<file path="src/rtl/ram_load_controller.sv">
// rtl/ram_load_controller.sv - RAM write-port mux between CPU bus and byte-stream program loader
//
// Purpose:
//   Owns the address/write port of the single-port program/data RAM. In normal
//   run the CPU bus passes straight through. While loading, a valid/ready byte
//   stream writes consecutive words from address 0, the CPU is held, and a
//   word count and modular checksum of the load are reported.
//
// Ports:
//   mclk              system clock
//   i_reset           synchronous active-high reset (ignores mclk_en)
//   mclk_en           clock enable gating every state update
//   i_cpu_address     CPU RAM address
//   i_cpu_load_enable CPU write request
//   i_cpu_load_data   CPU write data
//   i_prog_start      enter load mode (from run only)
//   i_prog_stop       end load early
//   i_prog_valid      loader byte valid
//   i_prog_data       loader byte
//   o_prog_ready      loader byte accepted when valid & ready
//   o_prog_done       one mclk_en-cycle pulse after a load completes
//   o_prog_count      words written in current/last load
//   o_checksum        byte sum mod 2^WIDTH of current/last load
//   o_cpu_hold        CPU must stall
//   o_ram_address     RAM address
//   o_ram_load_enable RAM write enable
//   o_ram_load_data   RAM write data

module ram_load_controller #(
   parameter int RAM_DEPTH  = 16,
   parameter int WIDTH      = 8,
   localparam int ADDR_WIDTH = $clog2(RAM_DEPTH)
) (
   input  logic                  mclk,
   input  logic                  i_reset,
   input  logic                  mclk_en,
   input  logic [ADDR_WIDTH-1:0] i_cpu_address,
   input  logic                  i_cpu_load_enable,
   input  logic [WIDTH-1:0]      i_cpu_load_data,
   input  logic                  i_prog_start,
   input  logic                  i_prog_stop,
   input  logic                  i_prog_valid,
   input  logic [WIDTH-1:0]      i_prog_data,
   output logic                  o_prog_ready,
   output logic                  o_prog_done,
   output logic [ADDR_WIDTH:0]   o_prog_count,
   output logic [WIDTH-1:0]      o_checksum,
   output logic                  o_cpu_hold,
   output logic [ADDR_WIDTH-1:0] o_ram_address,
   output logic                  o_ram_load_enable,
   output logic [WIDTH-1:0]      o_ram_load_data
);

   localparam logic [1:0] ST_RUN  = 2'd0;
   localparam logic [1:0] ST_LOAD = 2'd1;
   localparam logic [1:0] ST_DONE = 2'd2;

   localparam logic [ADDR_WIDTH-1:0] LAST_ADDR = ADDR_WIDTH'(RAM_DEPTH - 1);
   localparam logic [ADDR_WIDTH-1:0] ADDR_ONE  = ADDR_WIDTH'(1);
   localparam logic [ADDR_WIDTH:0]   COUNT_ONE = (ADDR_WIDTH + 1)'(1);

   logic [1:0]            state;
   logic [ADDR_WIDTH-1:0] addr;
   logic [ADDR_WIDTH:0]   count;
   logic [WIDTH-1:0]      checksum;
   logic                  done_q;
   logic                  accept;
   logic                  last_word;

   // Port mux. Ready follows mclk_en so a byte is only taken on an edge where
   // the registers (and the RAM write) actually advance.
   always_comb begin
      o_prog_ready      = 1'b0;
      o_cpu_hold        = 1'b0;
      o_ram_address     = i_cpu_address;
      o_ram_load_enable = i_cpu_load_enable;
      o_ram_load_data   = i_cpu_load_data;
      accept            = 1'b0;
      case (state)
         ST_LOAD: begin
            o_cpu_hold        = 1'b1;
            o_prog_ready      = mclk_en;
            accept            = i_prog_valid & mclk_en;
            o_ram_address     = addr;
            o_ram_load_enable = accept;
            o_ram_load_data   = i_prog_data;
         end
         ST_DONE: begin
            o_cpu_hold        = 1'b1;
            o_ram_address     = addr;
            o_ram_load_enable = 1'b0;
            o_ram_load_data   = i_prog_data;
         end
         default: ;
      endcase
   end

   assign last_word = (addr == LAST_ADDR);

   always_ff @(posedge mclk) begin
      if (i_reset) begin
         state    <= ST_RUN;
         addr     <= '0;
         count    <= '0;
         checksum <= '0;
         done_q   <= 1'b0;
      end else if (mclk_en) begin
         // The pulse is raised on the same edge that leaves DONE, so the CPU
         // sees done and its release together.
         done_q <= (state == ST_DONE);
         case (state)
            ST_RUN: begin
               if (i_prog_start) begin
                  state    <= ST_LOAD;
                  addr     <= '0;
                  count    <= '0;
                  checksum <= '0;
               end
            end
            ST_LOAD: begin
               if (accept) begin
                  count    <= count + COUNT_ONE;
                  checksum <= checksum + i_prog_data;
                  // Wrap explicitly so a non power-of-two depth never runs past the end.
                  addr     <= last_word ? '0 : addr + ADDR_ONE;
               end
               // Stop with a simultaneous accept still writes that byte above.
               if ((accept && last_word) || i_prog_stop)
                  state <= ST_DONE;
            end
            ST_DONE: state <= ST_RUN;
            default: state <= ST_RUN;
         endcase
      end
   end

   assign o_prog_done  = done_q;
   assign o_prog_count = count;
   assign o_checksum   = checksum;

endmodule

</file>
<file path="config.mk">
export PLATFORM = sky130hd
export DESIGN_NAME = ram_load_controller
export DESIGN_NICKNAME = d
export VERILOG_FILES = /design/src/rtl/ram_load_controller.sv
export SDC_FILE = /design/constraint.sdc
export NUM_CORES = 1
export LEC_CHECK = 0
export ABC_AREA = 1
export BUFFER_PORTS_ARGS = -buffer_cell sky130_fd_sc_hd__buf_2
export CAP_MARGIN = 20
export CORE_UTILIZATION = 48
export DETAILED_ROUTE_END_ITERATION = 12
export GPL_ROUTABILITY_DRIVEN = 0
export PLACE_DENSITY = 0.78
export SYNTH_ARGS = -nofsm -noshare
export SYNTH_HDL_FRONTEND = slang
export SYNTH_SLANG_ARGS = --single-unit
</file>
<file path="constraint.sdc">
create_clock -name mclk -period 2.1 [get_ports mclk]
set_input_delay 0.42 -clock mclk [delete_from_list [all_inputs] [get_ports mclk]]
set_output_delay 0.42 -clock mclk [all_outputs]
set_load 0.01 [all_outputs]
</file>
After elaboration in Yosys (flattened, before gate mapping)
Cells that the tools add are included.
{"block": "totals", "reg_bits": 20, "output_inout_bits": 29, "wordCells": 41, "input_bits": 27}
{"block": "op_classes", "n_addsub": 3, "n_mux": 19, "eq_ne": 6, "reduce_logical": 7, "bitwise_logic": 1}
{"operator": "2-to-1 mux 8 bit", "n": 3}
{"operator": "2-to-1 mux 4 bit", "n": 4}
{"operator": "case mux 8 bit (2 select lines)", "n": 1}
{"operator": "2-to-1 mux 5 bit", "n": 2}
{"operator": "case mux 5 bit (2 select lines)", "n": 1}
{"operator": "adder 8 bit", "n": 1}
{"operator": "case mux 4 bit (2 select lines)", "n": 1}
{"operator": "!= test 2 bit, second input constant", "n": 3}
{"operator": "adder 5 x 1 -> 5 bit, second input constant", "n": 1}
{"operator": "adder 4 x 1 -> 4 bit, second input constant", "n": 1}
{"operator": "== test 4 bit, second input constant", "n": 1}
{"operator": "2-to-1 mux 2 bit", "n": 2}
{"operator": "case mux 2 bit (2 select lines)", "n": 1}
{"operator": "AND reduction 4 bit", "n": 1}
{"operator": "2-to-1 mux 1 bit", "n": 3}
{"operator": "AND reduction 3 bit", "n": 1}
{"operator": "== test 2 x 1 -> 1 bit, second input constant", "n": 1}
{"operator": "== test 2 bit, second input constant", "n": 1}
{"operator": "logical NOT 2 bit", "n": 1}
{"operator": "case mux 1 bit (2 select lines)", "n": 1}
{"operator": "nonzero test 2 bit", "n": 1}
{"operator": "OR reduction 2 bit", "n": 1}
{"operator": "AND 1 bit", "n": 1}
{"operator": "logical AND 1 bit", "n": 1}
{"operator": "logical OR 1 bit", "n": 1}

Logic depth before layout (Yosys ltp)
{"block": "logic_depth", "ltp_word": 6, "depth_mapped": 10, "ltp_nobuf": 10}

Least setup slack after synthesis
OpenSTA, ideal clock, no wires.
{"block": "synth_timing", "path_type": "reg-to-output", "start": "register state[0]", "end": "output o_ram_address[1]", "path_buffers": 2, "path_slack_ps": 78, "required_time_ps": 1680, "t_arrival_ps": 1602, "path_stages_with_launch": 7, "path_cell_list": "dfxtp_1 inv_1 ha_1 buf_2 clkinv_1 clkbuf_1 o21ai_0"}
{"block": "synth_via", "elab_chain_cells": 3, "elab_cells_between_ends": 4, "cone_classes": "2 x eq/ne; 1 x mux; 1 x reduce/logical"}
{"element": "start: declaration", "line_no": "62", "text": "logic [1:0] state;"}
{"element": "start signal: assignment", "line_no": "102", "text": "state <= ST_RUN;"}
{"element": "start signal: assignment", "line_no": "114", "text": "state <= ST_LOAD;"}
{"element": "start signal: assignment", "line_no": "129", "text": "state <= ST_DONE;"}
{"element": "== test 2 bit / == test 2 x 1 -> 1 bit (equally long branches)", "line_no": "79", "text": "case (state)"}
{"element": "OR reduction 2 bit (no line) *"}
{"element": "2-to-1 mux 4 bit *", "line_no": "79"}
{"element": "end: declaration", "line_no": "49", "text": "output logic [ADDR_WIDTH-1:0] o_ram_address,"}
Every way passes the cells marked *; elsewhere a longest branch is shown, timed or not.

Final worst setup path
{"block": "layout_timing", "start": "register state[1]", "end": "output o_ram_address[1]"}
Same word-level chain as after synthesis.

==> impl_summary.log <==
[metrics] run status: complete, but fails checks
[metrics] failing checks: design-rule violations
[metrics] Post-Synthesis Net Count: between 200 and 300
[metrics] global route overflow: 0
[metrics] Gate power share: between 30% and 40%
[metrics] remaining antenna violation count after routing: 0
[metrics] critical path startpoint category: flop
[metrics] share of final-layout standard cells stronger than drive strength 1: between 20 and 30%
[metrics] total wirelength of the detailed-routed design: 3175 µm
[metrics] worst clock skew: roughly 0.012 ns
[metrics] CTS H-tree lvls: 1
[metrics] Layout fillers: 270
[metrics] Top Usage Layer GRT: met2
[metrics] highest net fanout along the worst path: 15
[metrics] wire length of the first global-routing pass: 5423 µm
[metrics] total leakage power: about 0.95 nW
[metrics] Slowest-stage cell, CP: sky130_fd_sc_hd__dfxtp_2
[metrics] r2r endpoint: o_checksum[6]
[metrics] timing-limited maximum frequency: just under 0.5 GHz
[metrics] count of cells along the worst hold path: 3
[metrics] EDFF count, synth: 0
[metrics] drt wl/cell: approximately 10 µm
[metrics] antenna violations before repair: 0
[metrics] number of cells produced by synthesis: 218
[metrics] MaxCap Viol Count: 0
[metrics] later-pin clock latency in the skew report: slightly above 0.3 ns
[metrics] DR vias/cell: 4.829
[metrics] CTS buffer count: 3
[metrics] flip-flop and latch area: between 400 and 500 µm²
[metrics] switching component of the power: approximately 0.34 mW
[metrics] area of the mapped netlist: ~0.0014 mm²
[metrics] Die Ht: approximately 57 µm
[metrics] NumNets Final: around 320
[metrics] number of setup violations in the final report: 0
[metrics] overall die width: ~57 µm
[metrics] total buffers and inverters traversed by the critical path: 4
[metrics] classification of the worst-slack hold path: primary input to flop
[metrics] met1 track demand over resource: between 20% and 30%
[metrics] min-delay src: mclk_en
[metrics] endpoint required time on the critical path: around 1.7 ns
[metrics] share of synthesized registers carrying an async set or reset: 0%
[metrics] total power density per cell area: around 530 mW/mm²
[metrics] CTS tree: done
[metrics] Final Hold Fails: 0
[metrics] Std-Cell Rows: 19
[metrics] Worst Max-Slew Pin Slew: between 0.3 and 0.4 ns
[metrics] Total Neg Setup Slack: 0 ns
[metrics] ratio of final minimum period to clock period: 96.71%
[metrics] count of routing violations after the opening detailed-route iteration: 41
[metrics] FF-to-FF path depth: 8
[metrics] cell internal pwr: roughly 0.60 mW
[metrics] Std-Cell Core Area: roughly 0.0028 mm²
[metrics] I/O Pins: 56
[metrics] Clock Sinks: 20
[metrics] CP delay by family, top: buffers and inverters
[metrics] detailed placer's ending HPWL: about 2500 µm
[metrics] area of the die: around 0.0032 mm²
[metrics] clock edge transition at the registers on the reported setup and hold paths: 0.12 ns
[metrics] number of inserted diodes: 0
[metrics] Unique masters post-synth: 27
[metrics] multi-input combinational cell area: 905.9 µm²
[metrics] DRC violation count after routing: 7
[metrics] DRT Pass-1 Iters: 8
[metrics] max-slew violation total from the final report: 0
[metrics] share of total power in the clock network: approximately a fifth
[metrics] total power of the final layout: between 0.9 and 1 mW
[metrics] placed cells: 301
[metrics] Sequential Power Share: around 43%
[metrics] area added between synthesis and finish: 22.94%
[metrics] total non-filler cell area in the finished layout: about 0.0018 mm²
[metrics] pin count of the biggest net entering global routing: 19
[metrics] via count of the routed design: 1468
[metrics] global-route met3 utilization: about 5%
[metrics] kind of critical path: flop to primary output
[metrics] ordered list of cells on the worst path: inv_1 > ha_1 > clkinv_2 > buf_6 > o21ai_0 > buf_2
[metrics] GRT Overall Usage: 21.11%
[metrics] effective utilization at floorplan: 51.34%
[metrics] Synth area leaders: sky130_fd_sc_hd__dfxtp_1, sky130_fd_sc_hd__nand2_1, sky130_fd_sc_hd__ha_1
[metrics] total cell area at the placement stage: 0.001740 mm²
[metrics] met2 usage in global routing: between 30% and 40%
[metrics] final cell count without fillers: approximately 300
[metrics] Clock Root Buffer: sky130_fd_sc_hd__clkbuf_4
[metrics] syn avg cell area: 6.606 µm²
[metrics] number of buffer cells added on primary ports: 55
[metrics] worst slew margin relative to its limit: 74.92%
[metrics] VDD IR-drop max: roughly 0.00047 V
[metrics] number of warning messages in the yosys log: 0
[metrics] worst path arrival time: 1.61 ns
[metrics] via count of the first global-routing pass: around 1.3k
[metrics] Min-Delay Endpoint: o_prog_done
[metrics] startpoint of the lowest-slack register-to-register path: state[1]
[metrics] RSZ-0062 raised after global routing: false
[metrics] Seq/Total Area, Yosys: roughly 28%
[metrics] Min Hold Slack: 0.4122 ns
[metrics] Net Sw Frac: ~36%
[metrics] prevailing post-synth register cell: sky130_fd_sc_hd__dfxtp_1
[metrics] register bit count reported by yosys: 20
[metrics] Period minus WS final: between 2 and 2.5 ns
[metrics] Register-to-Register Setup Slack: around 0.36 ns
[metrics] proportion of netlist area held by the largest area contributor: 27.80%
[metrics] Worst setup EP type: primary output
[metrics] post-synthesis cell type with the largest combined area: sky130_fd_sc_hd__dfxtp_1
[metrics] number of buffers on the longest clock path: 2
[metrics] delay of the slowest cell on the worst path: 0.36 ns
[metrics] worst setup path start: state[1]
==> synth_stat cells, types with 2 or more instances <==
master	count
sky130_fd_sc_hd__or2_2	2
sky130_fd_sc_hd__inv_1	23
sky130_fd_sc_hd__dfxtp_1	20
sky130_fd_sc_hd__a21oi_1	15
sky130_fd_sc_hd__nor3_1	2
sky130_fd_sc_hd__nand3_1	8
sky130_fd_sc_hd__o21ai_0	10
sky130_fd_sc_hd__buf_2	2
sky130_fd_sc_hd__clkbuf_1	2
sky130_fd_sc_hd__inv_2	2
sky130_fd_sc_hd__a21oi_2	2
sky130_fd_sc_hd__nand2_1	78
sky130_fd_sc_hd__nand3_2	4
sky130_fd_sc_hd__nand3b_1	2
sky130_fd_sc_hd__xor2_1	5
sky130_fd_sc_hd__ha_1	13
sky130_fd_sc_hd__nor2_1	18
==> timing repair <==
action	4_1_cts	5_1_grt
gates resized for setup	2	4
hold buffers	0	0
setup buffers	0	0
endpoints found under the setup margin	5	6
==> stage by stage <==
stage	worst slack [ns]	utilization, %
floorplan	0.07798	-
global placement	0.3453	62.04
detailed placement	0.3087	62.04
CTS	0.03263	63.02
global route	0.001408	63.11
finish	0.06900	63.11
==> layer usage <==
metal,wire length (µm),up-vias
li1,-,792
met1,1499,621
met2,1432,53
met3,226,2
met4,17,0
met5,0,-
==> cell usage in the layout (no fill, tap or decap), types with 3 or more instances in the layout <==
| master | count |
|---|---|
| sky130_fd_sc_hd__a21oi_1 | 15 |
| sky130_fd_sc_hd__buf_2 | 55 |
| sky130_fd_sc_hd__clkbuf_4 | 3 |
| sky130_fd_sc_hd__dfxtp_1 | 18 |
| sky130_fd_sc_hd__ha_1 | 13 |
| sky130_fd_sc_hd__inv_1 | 23 |
| sky130_fd_sc_hd__nand2_1 | 78 |
| sky130_fd_sc_hd__nand3_1 | 8 |
| sky130_fd_sc_hd__nand3_2 | 4 |
| sky130_fd_sc_hd__nor2_1 | 18 |
| sky130_fd_sc_hd__o21ai_0 | 8 |
| sky130_fd_sc_hd__xor2_1 | 5 |
==> logic make-up after synthesis <==
family	count (synthesis)	share of synthesized area [%]
adders and majority gates	14	12.68
xor gates and xnor gates	6	3.649
DFF	20	27.80
and+or+nand+nor	118	36.06
AOI/OAI and AO/OA	28	10.51
buffers and inverters	32	9.296
==> worst max-delay path by stage <==
stage | end | slack, ns | cells after the start
floorplan | o_ram_address[1] | 0.08 | 6
global placement | o_ram_load_enable | 0.35 | 6
detailed placement | o_ram_address[0] | 0.31 | 6
CTS | o_ram_address[0] | 0.03 | 6
global route | o_ram_address[3] | 0.001 | 6
finish | o_ram_address[1] | 0.07 | 6
==> power by group through the flow <==
stage	sequential (mW)	combinational (mW)	clock [mW]
global placement	0.410	0.336	0
detailed placement	0.411	0.343	0
global route	0.405	0.391	0.206
CTS	0.402	0.349	0.191
finish	0.403	0.347	0.190
floorplan	0.412	0.215	0
==> tightest hold or removal path: stages <==
cell and delay (ns):
sky130_fd_sc_hd__buf_2 0.12, sky130_fd_sc_hd__o21ai_0 0.08, sky130_fd_sc_hd__nor2_1 0.08
==> flip-flops by register name, summed over array words and instances (netlist names) <==
name          cells
addr              4
state             2
o_prog_count      5
o_prog_done       1
o_checksum        8
==> final cells by class <==
cell class	instances	area share [%]
Inverter	26	5.583
Sequential cell	20	22.76
Tap cell	31	2.191
Multi-Input combinational cell	166	51.17
Clock buffer	3	1.272
Timing Repair Buffer	58	17.03
Power figures use the tool's default switching activity.
